### src/rtl/fsm_ctrl_pkg.sv
// Shared types and defaults for the sequence-detector step controller.
// Holds mode/state enums, default parameters and the mode-entry helper.
package fsm_ctrl_pkg;

    typedef enum logic [1:0] {
        HOLD    = 2'b00,
        RUN     = 2'b01,
        STEP    = 2'b10,
        PATTERN = 2'b11
    } mode_t;

    typedef enum logic [2:0] {
        IDLE,
        RUN_S,
        STEP_S,
        PAT_WAIT,
        PLAY,
        FIN
    } state_t;

    localparam int DEF_DIV    = 3;
    localparam int DEF_PAT_W  = 8;
    localparam int DEF_CNT_W  = 8;
    localparam int DEF_DB_CYC = 4;

    function automatic state_t entry_state(input mode_t m);
        state_t s;
        s = IDLE;
        case (m)
            HOLD:    s = IDLE;
            RUN:     s = RUN_S;
            STEP:    s = STEP_S;
            PATTERN: s = PAT_WAIT;
            default: s = IDLE;
        endcase
        return s;
    endfunction

endpackage

### src/rtl/fsm_step_controller_sync_debounce.sv
// Two-flop synchronizer with optional debounce (DB_CYC=0 -> sync only).
// Ports: clk, rst (async active-low), din (raw async), dout (conditioned).
module sync_debounce #(
    parameter int DB_CYC = 4
) (
    input  logic clk,
    input  logic rst,
    input  logic din,
    output logic dout
);

    logic s1_q;
    logic s2_q;

    always_ff @(posedge clk or negedge rst) begin
        if (!rst) begin
            s1_q <= 1'b0;
            s2_q <= 1'b0;
        end else begin
            s1_q <= din;
            s2_q <= s1_q;
        end
    end

    generate
        if (DB_CYC == 0) begin : g_sync
            assign dout = s2_q;
        end else begin : g_db
            localparam int CW = $clog2(DB_CYC + 1);

            logic [CW-1:0] cnt_q;
            logic [CW-1:0] cnt_d;
            logic          out_q;
            logic          out_d;

            // cnt tracks how many consecutive samples disagree with out_q;
            // the output flips on the DB_CYC-th such sample.
            always_comb begin
                cnt_d = '0;
                out_d = out_q;
                if (s2_q != out_q) begin
                    if (cnt_q == CW'(DB_CYC - 1)) begin
                        out_d = s2_q;
                    end else begin
                        cnt_d = cnt_q + 1'b1;
                    end
                end
            end

            always_ff @(posedge clk or negedge rst) begin
                if (!rst) begin
                    cnt_q <= '0;
                    out_q <= 1'b0;
                end else begin
                    cnt_q <= cnt_d;
                    out_q <= out_d;
                end
            end

            assign dout = out_q;
        end
    endgenerate

endmodule

### src/rtl/fsm_step_controller.sv
// Single-clock step sequencer for the board sequence-detector FSM.
// Ports: clk, rst (async low), mode, step_btn, sw_x, pat_load, pattern,
// det_z in; det_x, step_en, det_clr, busy, pat_done, step_cnt, hit_cnt out.
module fsm_step_controller
    import fsm_ctrl_pkg::*;
#(
    parameter int DIV    = DEF_DIV,
    parameter int PAT_W  = DEF_PAT_W,
    parameter int CNT_W  = DEF_CNT_W,
    parameter int DB_CYC = DEF_DB_CYC
) (
    input  logic             clk,
    input  logic             rst,
    input  logic [1:0]       mode,
    input  logic             step_btn,
    input  logic             sw_x,
    input  logic             pat_load,
    input  logic [PAT_W-1:0] pattern,
    input  logic             det_z,
    output logic             det_x,
    output logic             step_en,
    output logic             det_clr,
    output logic             busy,
    output logic             pat_done,
    output logic [CNT_W-1:0] step_cnt,
    output logic [CNT_W-1:0] hit_cnt
);

    localparam int PW = $clog2(DIV);
    localparam int BW = $clog2(PAT_W + 1);

    logic btn_db;
    logic x_sync;
    logic ld_sync;

    sync_debounce #(.DB_CYC(DB_CYC)) u_btn (
        .clk  (clk),
        .rst  (rst),
        .din  (step_btn),
        .dout (btn_db)
    );

    sync_debounce #(.DB_CYC(0)) u_x (
        .clk  (clk),
        .rst  (rst),
        .din  (sw_x),
        .dout (x_sync)
    );

    sync_debounce #(.DB_CYC(0)) u_ld (
        .clk  (clk),
        .rst  (rst),
        .din  (pat_load),
        .dout (ld_sync)
    );

    mode_t            mode_q;
    mode_t            mode_prev_q;
    state_t           state_q;
    state_t           state_d;
    logic [PW-1:0]    pre_q;
    logic [PW-1:0]    pre_d;
    logic [PAT_W-1:0] sh_q;
    logic [PAT_W-1:0] sh_d;
    logic [BW-1:0]    bit_q;
    logic [BW-1:0]    bit_d;
    logic             busy_q;
    logic             busy_d;
    logic             done_q;
    logic             done_d;
    logic             samp_q;
    logic             samp_d;
    logic             btn_prev_q;
    logic             ld_prev_q;
    logic [CNT_W-1:0] step_cnt_q;
    logic [CNT_W-1:0] step_cnt_d;
    logic [CNT_W-1:0] hit_cnt_q;
    logic [CNT_W-1:0] hit_cnt_d;

    logic mode_chg;
    logic counting;
    logic tick;
    logic btn_rise;
    logic ld_rise;
    logic clr_cnt;

    assign mode_chg = (mode_q != mode_prev_q);
    assign counting = (state_q == RUN_S) || (state_q == PLAY);
    assign tick     = counting && (pre_q == PW'(DIV - 1));
    assign btn_rise = btn_db & ~btn_prev_q;
    assign ld_rise  = ld_sync & ~ld_prev_q;

    always_comb begin
        state_d = state_q;
        pre_d   = '0;
        sh_d    = sh_q;
        bit_d   = bit_q;
        busy_d  = busy_q;
        done_d  = 1'b0;
        step_en = 1'b0;
        det_clr = 1'b0;
        clr_cnt = 1'b0;

        if (counting && !tick) begin
            pre_d = pre_q + 1'b1;
        end

        // A mode change outranks any tick or edge in the same cycle.
        if (mode_chg) begin
            state_d = entry_state(mode_q);
            pre_d   = '0;
            busy_d  = 1'b0;
            det_clr = 1'b1;
            clr_cnt = 1'b1;
        end else begin
            unique case (state_q)
                RUN_S: begin
                    step_en = tick;
                end
                STEP_S: begin
                    step_en = btn_rise;
                end
                PAT_WAIT: begin
                    if (ld_rise) begin
                        sh_d    = pattern;
                        bit_d   = BW'(PAT_W);
                        det_clr = 1'b1;
                        clr_cnt = 1'b1;
                        busy_d  = 1'b1;
                        state_d = PLAY;
                    end
                end
                PLAY: begin
                    if (tick) begin
                        step_en = 1'b1;
                        sh_d    = sh_q << 1;
                        bit_d   = bit_q - 1'b1;
                        if (bit_q == BW'(1)) begin
                            state_d = FIN;
                        end
                    end
                end
                FIN: begin
                    // Last hit sample lands here; completion pulses next.
                    done_d  = 1'b1;
                    busy_d  = 1'b0;
                    state_d = PAT_WAIT;
                end
                default: begin
                end
            endcase
        end

        samp_d = step_en;

        step_cnt_d = step_cnt_q;
        hit_cnt_d  = hit_cnt_q;
        if (clr_cnt) begin
            step_cnt_d = '0;
            hit_cnt_d  = '0;
        end else begin
            if (step_en && !(&step_cnt_q)) begin
                step_cnt_d = step_cnt_q + 1'b1;
            end
            if (samp_q && det_z && !(&hit_cnt_q)) begin
                hit_cnt_d = hit_cnt_q + 1'b1;
            end
        end
    end

    always_comb begin
        det_x = 1'b0;
        unique case (state_q)
            RUN_S, STEP_S:       det_x = x_sync;
            PAT_WAIT, PLAY, FIN: det_x = sh_q[PAT_W-1];
            default:             det_x = 1'b0;
        endcase
    end

    always_ff @(posedge clk or negedge rst) begin
        if (!rst) begin
            mode_q      <= HOLD;
            mode_prev_q <= HOLD;
            state_q     <= IDLE;
            pre_q       <= '0;
            sh_q        <= '0;
            bit_q       <= '0;
            busy_q      <= 1'b0;
            done_q      <= 1'b0;
            samp_q      <= 1'b0;
            btn_prev_q  <= 1'b0;
            ld_prev_q   <= 1'b0;
            step_cnt_q  <= '0;
            hit_cnt_q   <= '0;
        end else begin
            mode_q      <= mode_t'(mode);
            mode_prev_q <= mode_q;
            state_q     <= state_d;
            pre_q       <= pre_d;
            sh_q        <= sh_d;
            bit_q       <= bit_d;
            busy_q      <= busy_d;
            done_q      <= done_d;
            samp_q      <= samp_d;
            btn_prev_q  <= btn_db;
            ld_prev_q   <= ld_sync;
            step_cnt_q  <= step_cnt_d;
            hit_cnt_q   <= hit_cnt_d;
        end
    end

    assign busy     = busy_q;
    assign pat_done = done_q;
    assign step_cnt = step_cnt_q;
    assign hit_cnt  = hit_cnt_q;

endmodule

### config.mk
export PLATFORM = sky130hd
export DESIGN_NAME = fsm_step_controller
export DESIGN_NICKNAME = d
export VERILOG_FILES = /design/src/rtl/fsm_ctrl_pkg.sv /design/src/rtl/fsm_step_controller_sync_debounce.sv /design/src/rtl/fsm_step_controller.sv
export SDC_FILE = /design/constraint.sdc
export NUM_CORES = 1
export LEC_CHECK = 0
export ABC_AREA = 1
export ABC_CLOCK_PERIOD_IN_PS = 1200
export CORE_MARGIN = 2
export CORE_UTILIZATION = 40
export CTS_CLUSTER_SIZE = 24
export DETAILED_ROUTE_END_ITERATION = 10
export HOLD_SLACK_MARGIN = 0.05
export SLEW_MARGIN = 20
export SYNTH_ARGS = -nofsm -noshare
export SYNTH_HDL_FRONTEND = slang
export SYNTH_SLANG_ARGS = --single-unit
### constraint.sdc
create_clock -name clk -period 1.2 [get_ports clk]
set_input_delay 0.12 -clock clk [delete_from_list [all_inputs] [get_ports clk]]
set_output_delay 0.12 -clock clk [all_outputs]
set_load 0.05 [all_outputs]
==> out/qor.csv, run 1 <==
metric,value,unit
start_util,0.4204,
clkSlewWorstSetupHoldPaths,0.10,ns
mostFrequentLayoutCells,"57 x buf_4, 44 x nand2_1, 37 x dfrtp_1, 30 x nand2_2, 28 x inv_1",
synth_xor_area_frac,0.04173,
fin_crit_sh,1.414,
synth_area,2519,sq um
relSlewSlack,0.7791,
drc,0,
worstPathRequired,1.08,ns
hp-start,sw_x,
max_stage_delay,0.41,ns
cp_slowest_cell,dfrtp_1,
cts_root_buffer,clkbuf_8,
cts.sinks,52,
row_count,28,
routabilityCongestion,0.8192,
layout_commonest_cell,buf_4,
stdcell_area,4513,sq um
worstPathCellList,xnor2_2 > nand2_2 > buf_4 > a21oi_4 > buf_12,
yosys_warnings,0,
syn_nets,323,
crit_path_max_fanout,4,
cap_viol_max_count,0,
drtIter0Drc,94,
synth_ff_type,dfrtp_1,
cts_buffers,5,
synth_edf_count,0,
seq_area_frac_synth,0.5166,
synth_area_per_cell,8.368,sq um
crit_path_end_kind,output port,
p_total,5.181,mW
crit_type,flop to output port,
hpwl,4106,microns
drive_gt1_frac,0.5524,
fin_ws,-0.4970,ns
ir_drop,1.091,mV
clk_path_buf_depth,2,
synth_mux_area_frac,0.004471,
clock_latency,0.31,ns
antenna_found_initial,0,
routed_via_density,4.988,
start_kind,flop,
skew,0.007503,ns
p_per_area,1148,nW/um^2
finalNetCount,441,
critPathArrivalTime,1.58,ns
cp_num_buf_inv,2,
finalHoldViolations,0,
fin_setup_tns,-10.72,ns
ys_ff_latch,52,
fp.coreArea,5991,sq um
overflow,0,
power.leakage,2.106,nW
dieArea,6947,sq um
rsz0062_at_grt,true,
crit_family,flip-flops,
die_y,83.35,microns
cts_tree,built,
ant_nets,0,
area_growth,79.19,%
post_dp_cell_area,3716,sq um
drtPass1Iterations,4,
worstMarginPinSlew,0.3313,ns
synth_fa_ha_area_frac,0.02981,
outcome,"finished, violations left",
numPortBuffers,36,
fin_crit,1.697,ns
timing.rr.end,state_q[0],
boundaryPins,37,
antennaDiodeCount,0,
slew_violations,0,
worstHoldPathType,input port to flop,
synth-async-reset-ratio,1.000,
yosys.area_share.simple,0.2722,
netlist_instances,301,
fill_cells,399,
die_w,83.35,microns
grt_pass1_wl,10830,microns
grt_start_max_net_pins,53,
violations,setup timing,
vias,2469,
final_cells,495,
track_usage,0.1920,
ff2ff_path_depth,9,
ys_types,28,
dp_cells,469,
reg2reg_from,mode_prev_q[1],
synth_compound_area_frac,0.07004,
ctsHtreeMaxLevel,2,
reg2reg_slack,-0.35,ns
grt_pass1_vias,2424,
holdWs,0.2401,ns
routed_wl,6938,microns
setup_viol,38,
wire_per_inst,14.02,microns
whs_endpoint,u_x.s1_q,
holdPathStages,1,
synth_top_family_by_area,simple AND/OR/NAND/NOR gates,
fmax,589.3,MHz
-- cell usage after synthesis, types with 4 or more instances --
master | count | area [sq um]
nand2_1 | 89 | 334.1
dfrtp_1 | 52 | 1301
inv_1 | 33 | 123.9
nor2_1 | 26 | 97.59
nand3_1 | 21 | 105.1
o21ai_0 | 18 | 90.09
o21ai_1 | 7 | 35.03
xor2_1 | 7 | 61.31
ha_1 | 6 | 75.07
nor3_1 | 6 | 30.03
nand4_1 | 5 | 31.28
xnor2_1 | 5 | 43.79
a21oi_1 | 4 | 20.02
-- sequential cells by signal, summed over array words and instances, names as in the netlist, 3 cells and up --
| register | flops |
|---|---|
| bit_q | 4 |
| u_btn.g_db.cnt_q | 3 |
| state_q | 3 |
| step_cnt | 8 |
| hit_cnt | 8 |
| sh_q | 8 |
-- worst reg2reg max path, stage by stage, from the launching register on --
cell     delay (ns)
dfrtp_1        0.41
xnor2_2        0.19
nand2_2        0.12
buf_6          0.15
nor2_4         0.17
buf_6          0.14
nand2_4        0.07
nand2_4        0.09
nand2_1        0.06
nand2_1        0.07
-- report_power, final --
part	leakage, nW	switching, mW	internal (mW)
registers	0.636	0.158	2.02
clock network	0.0583	0.606	0.629
logic	1.41	0.944	0.826
total	2.11	1.71	3.47
-- worst max-delay path by stage --
stage	to	slack, ns	start	depth (start not counted)
floorplan	step_cnt[0]	-0.30	step_cnt[0]	8
global placement	sh_q[3]	-0.22	mode_prev_q[1]	8
detailed placement	sh_q[3]	-0.24	state_q[0]	9
CTS	det_x	-0.47	state_q[0]	6
global route	step_en	-0.57	mode_prev_q[1]	5
finish	step_en	-0.50	mode_prev_q[1]	5
-- routing by layer --
metal,global-route usage,routed length [microns],up-vias,share of wire
met4,0.08346,159,0,0.023
li1,-,-,1200,-
met3,0.03380,217,17,0.031
met5,0,0,-,0
met2,0.3328,3741,53,0.54
met1,0.2336,2820,1199,0.41
-- per-stage QoR --
stage | setup WS, ns | utilization
floorplan | -0.3016 | -
detailed placement | -0.2426 | 0.6203
global route | -0.5741 | 0.7533
CTS | -0.4662 | 0.6986
global placement | -0.2201 | 0.6203
finish | -0.4970 | 0.7533
-- cells by family (layout without fill, tap and decap cells) --
logic type      after synthesis  in the layout
simple gates                157            158
flops                        52             52
buf+inv                      40            158
compound gates               33             33
xor+xnor                     12             12
fa+ha+maj                     6              6
mux                           1              1
-- what timing repair did --
| action | in CTS | in global routing |
|---|---|---|
| hold buffers | 1 | 0 |
| pin swaps | 25 | 29 |
| hold endpoints to repair | 52 | 0 |
| gates resized for setup | 77 | 86 |
| endpoints found under the setup margin | 39 | 40 |
| cloned | 2 | 0 |
| buffers inserted | 13 | 7 |
-- layout make-up --
| cell class | count | area [sq um] | area share |
|---|---|---|---|
| timing repair inverter | 1 | 16.27 | 0.003604 |
| sequential | 52 | 1320 | 0.2925 |
| tap | 75 | 93.84 | 0.02079 |
| timing repair buffer | 113 | 1242 | 0.2753 |
| clock buffer | 5 | 68.82 | 0.01525 |
| multi-input combinational | 210 | 1562 | 0.3460 |
| clock inverter | 3 | 47.55 | 0.01054 |
| inverter | 36 | 162.7 | 0.03604 |
(Power assumes the default switching activity.)
==> run 2: changes to the inputs <==
- ABC_CLOCK_PERIOD_IN_PS: 1200 -> 2000
- clock period: 1.2 -> 2 ns (I/O delays scaled with it)
==> run 2 against run 1 <==
Compared with the run above:
- the run now ends clean
- critical path depth increased by 1
- clock skew increased by 0.0015 ns
- first-iteration DRC count decreased by 53%
- clock power decreased by 49%
- worst hold slack improved by 0.083 ns
- sequential power decreased by 40%
- critical path type unchanged
- critical endpoint unchanged
- largest power group unchanged
==> out/qor.csv, run 2 (same netlist as run 1, synthesis figures left out) <==
metric,value,unit,change
ir_drop,0.6069,mV,-44%
fmax,540.7,MHz,
fin_setup_tns,0,ns,+10.72 ns
dieArea,6947,sq um,unchanged
multi_input_area,1060,sq um,-32%
routed_via_density,4.793,,-3.9%
drive_gt1_frac,0.08671,,-0.4657
antennaDiodeCount,0,,unchanged
utilization,0.5201,,-0.2333
die_y,83.35,microns,unchanged
outcome,finished clean,,
start_util,0.4204,,unchanged
setup_viol,0,,-100%
start_kind,flop,,
fin_ws,0.1506,ns,+0.6476 ns
boundaryPins,37,,unchanged
crit_path_end_kind,output port,,
regArea,1301,sq um,-1.4%
power.leakage,1.474,nW,-30%
relSlewSlack,0.6603,,-0.1188
layout_commonest_cell,nand2_1,,
grt_start_max_net_pins,33,,-38%
holdWs,0.3226,ns,+0.08250 ns
grt_pass1_wl,8666,microns,-20%
crit_path_max_fanout,5,,+1
finalNetCount,367,,-17%
clk_path_buf_depth,2,,unchanged
area_growth,23.70,%,
numPortBuffers,36,,unchanged
crit_type,flop to output port,,
drtIter0Drc,44,,-53%
worstMarginPinSlew,0.5095,ns,+0.1782 ns
critPathArrivalTime,1.65,ns,+0.07 ns
p_int,1.703,mW,-51%
overflow,0,,unchanged
routabilityCongestion,0.8974,,+9.5%
fin_crit_sh,0.9247,,
clkPwrFrac,0.255,,+0.017
fp.coreArea,5991,sq um,unchanged
clkSlewWorstSetupHoldPaths,0.10,ns,about the same
row_count,28,,unchanged
pwr-share-comb,0.218,,-0.124
grt_pass1_vias,1989,,-18%
finalHoldViolations,0,,unchanged
clock_latency,0.31,ns,about the same
drc,0,,unchanged
ctsHtreeMaxLevel,2,,unchanged
p_per_area,791.3,nW/um^2,-31%
cts_buffers,5,,unchanged
cts_tree,built,,
cts.sinks,52,,unchanged
die_w,83.35,microns,unchanged
skew,0.009037,ns,+0.001534 ns
slew_violations,0,,unchanged
rsz0062_at_grt,false,,
cap_viol_max_count,0,,unchanged
track_usage,0.1515,,-0.04050
worstHoldPathType,input port to flop,,
p_sw_frac,0.3094,,-0.02034
cts_root_buffer,clkbuf_8,,
drtPass1Iterations,4,,unchanged
switchingPower,0.7627,mW,-55%
hpwl,3582,microns,-13%
pwr-share-seq,0.527,,+0.107
worstPathRequired,1.80,ns,+0.72 ns
vias,2018,,-18%
routed_wl,4752,microns,-32%
ant_nets,0,,unchanged
fin_crit,1.849,ns,
wire_per_inst,11.29,microns,-19%
antenna_found_initial,0,,unchanged
fill_cells,582,,+46%
mostFrequentLayoutCells,"88 x nand2_1, 52 x dfrtp_1, 33 x inv_1, 32 x clkdlybuf4s50_1, 26 x nor2_1",,
post-place-ws,0.3337,ns,+0.5763 ns
==> run 2: per-stage QoR <==
step,total power [mW],cells,area [sq um]
6_report,2.465,421,3115
5_1_grt,2.628,421,3115
4_1_cts,2.506,421,3115
3_5_place_dp,1.864,412,3002
3_3_place_gp,1.852,412,3002
2_1_floorplan,1.682,301,2519
==> run 2: what timing repair did <==
action                                  in CTS  in global routing
hold endpoints to repair                    20                  0
resized for setup                            2                  0
buffers inserted                             0                  0
hold buffers                                 1                  0
endpoints found under the setup margin       2                  0
==> run 2: final timing paths <==
check / start / end / slack, ns / cells after the start
worst max-delay path: state_q[1] / step_en / 0.15 / 6
worst min-delay path: pat_load / u_ld.s1_q / 0.32 / 1
worst max register to register: state_q[1] / step_cnt[7] / 0.37 / 9
worst min register to register: u_btn.s1_q / u_btn.s2_q / 0.36 / 0
max in group asynchronous: rst / pre_q[0] / 1.08 / 3
min in group asynchronous: rst / hit_cnt[4] / 0.38 / 2
==> run 2: metal layers <==
metal,share of wire,global-route usage
met1,0.49,0.1997
met4,0.019,0.06259
met5,0,0
met2,0.45,0.2427
met3,0.036,0.03181
==> run 2: area by class of cell <==
class,instances,area share
Clock inverter,2,0.004819
Tap cell,75,0.03012
Timing Repair Buffer,41,0.1365
Multi-Input combinational cell,209,0.3402
Inverter,36,0.04418
Sequential cell,52,0.4177
Clock buffer,6,0.02651
==> run 2: worst max-delay path, cell delays in order (launching register included) <==
cell and delay [ns]:
dfrtp_1 0.44, inv_1 0.14, nand2_1 0.10, nand2_1 0.08, nand3_1 0.13, a21oi_2 0.28, buf_12 0.18
==> run 2: power groups by stage <==
stage	clock [mW]	sequential, mW	combinational [mW]
after detailed placement	0	1.32	0.542
after global routing	0.696	1.32	0.613
after CTS	0.655	1.30	0.549
final	0.629	1.30	0.538
after floorplan	0	1.32	0.362
after global placement	0	1.32	0.535
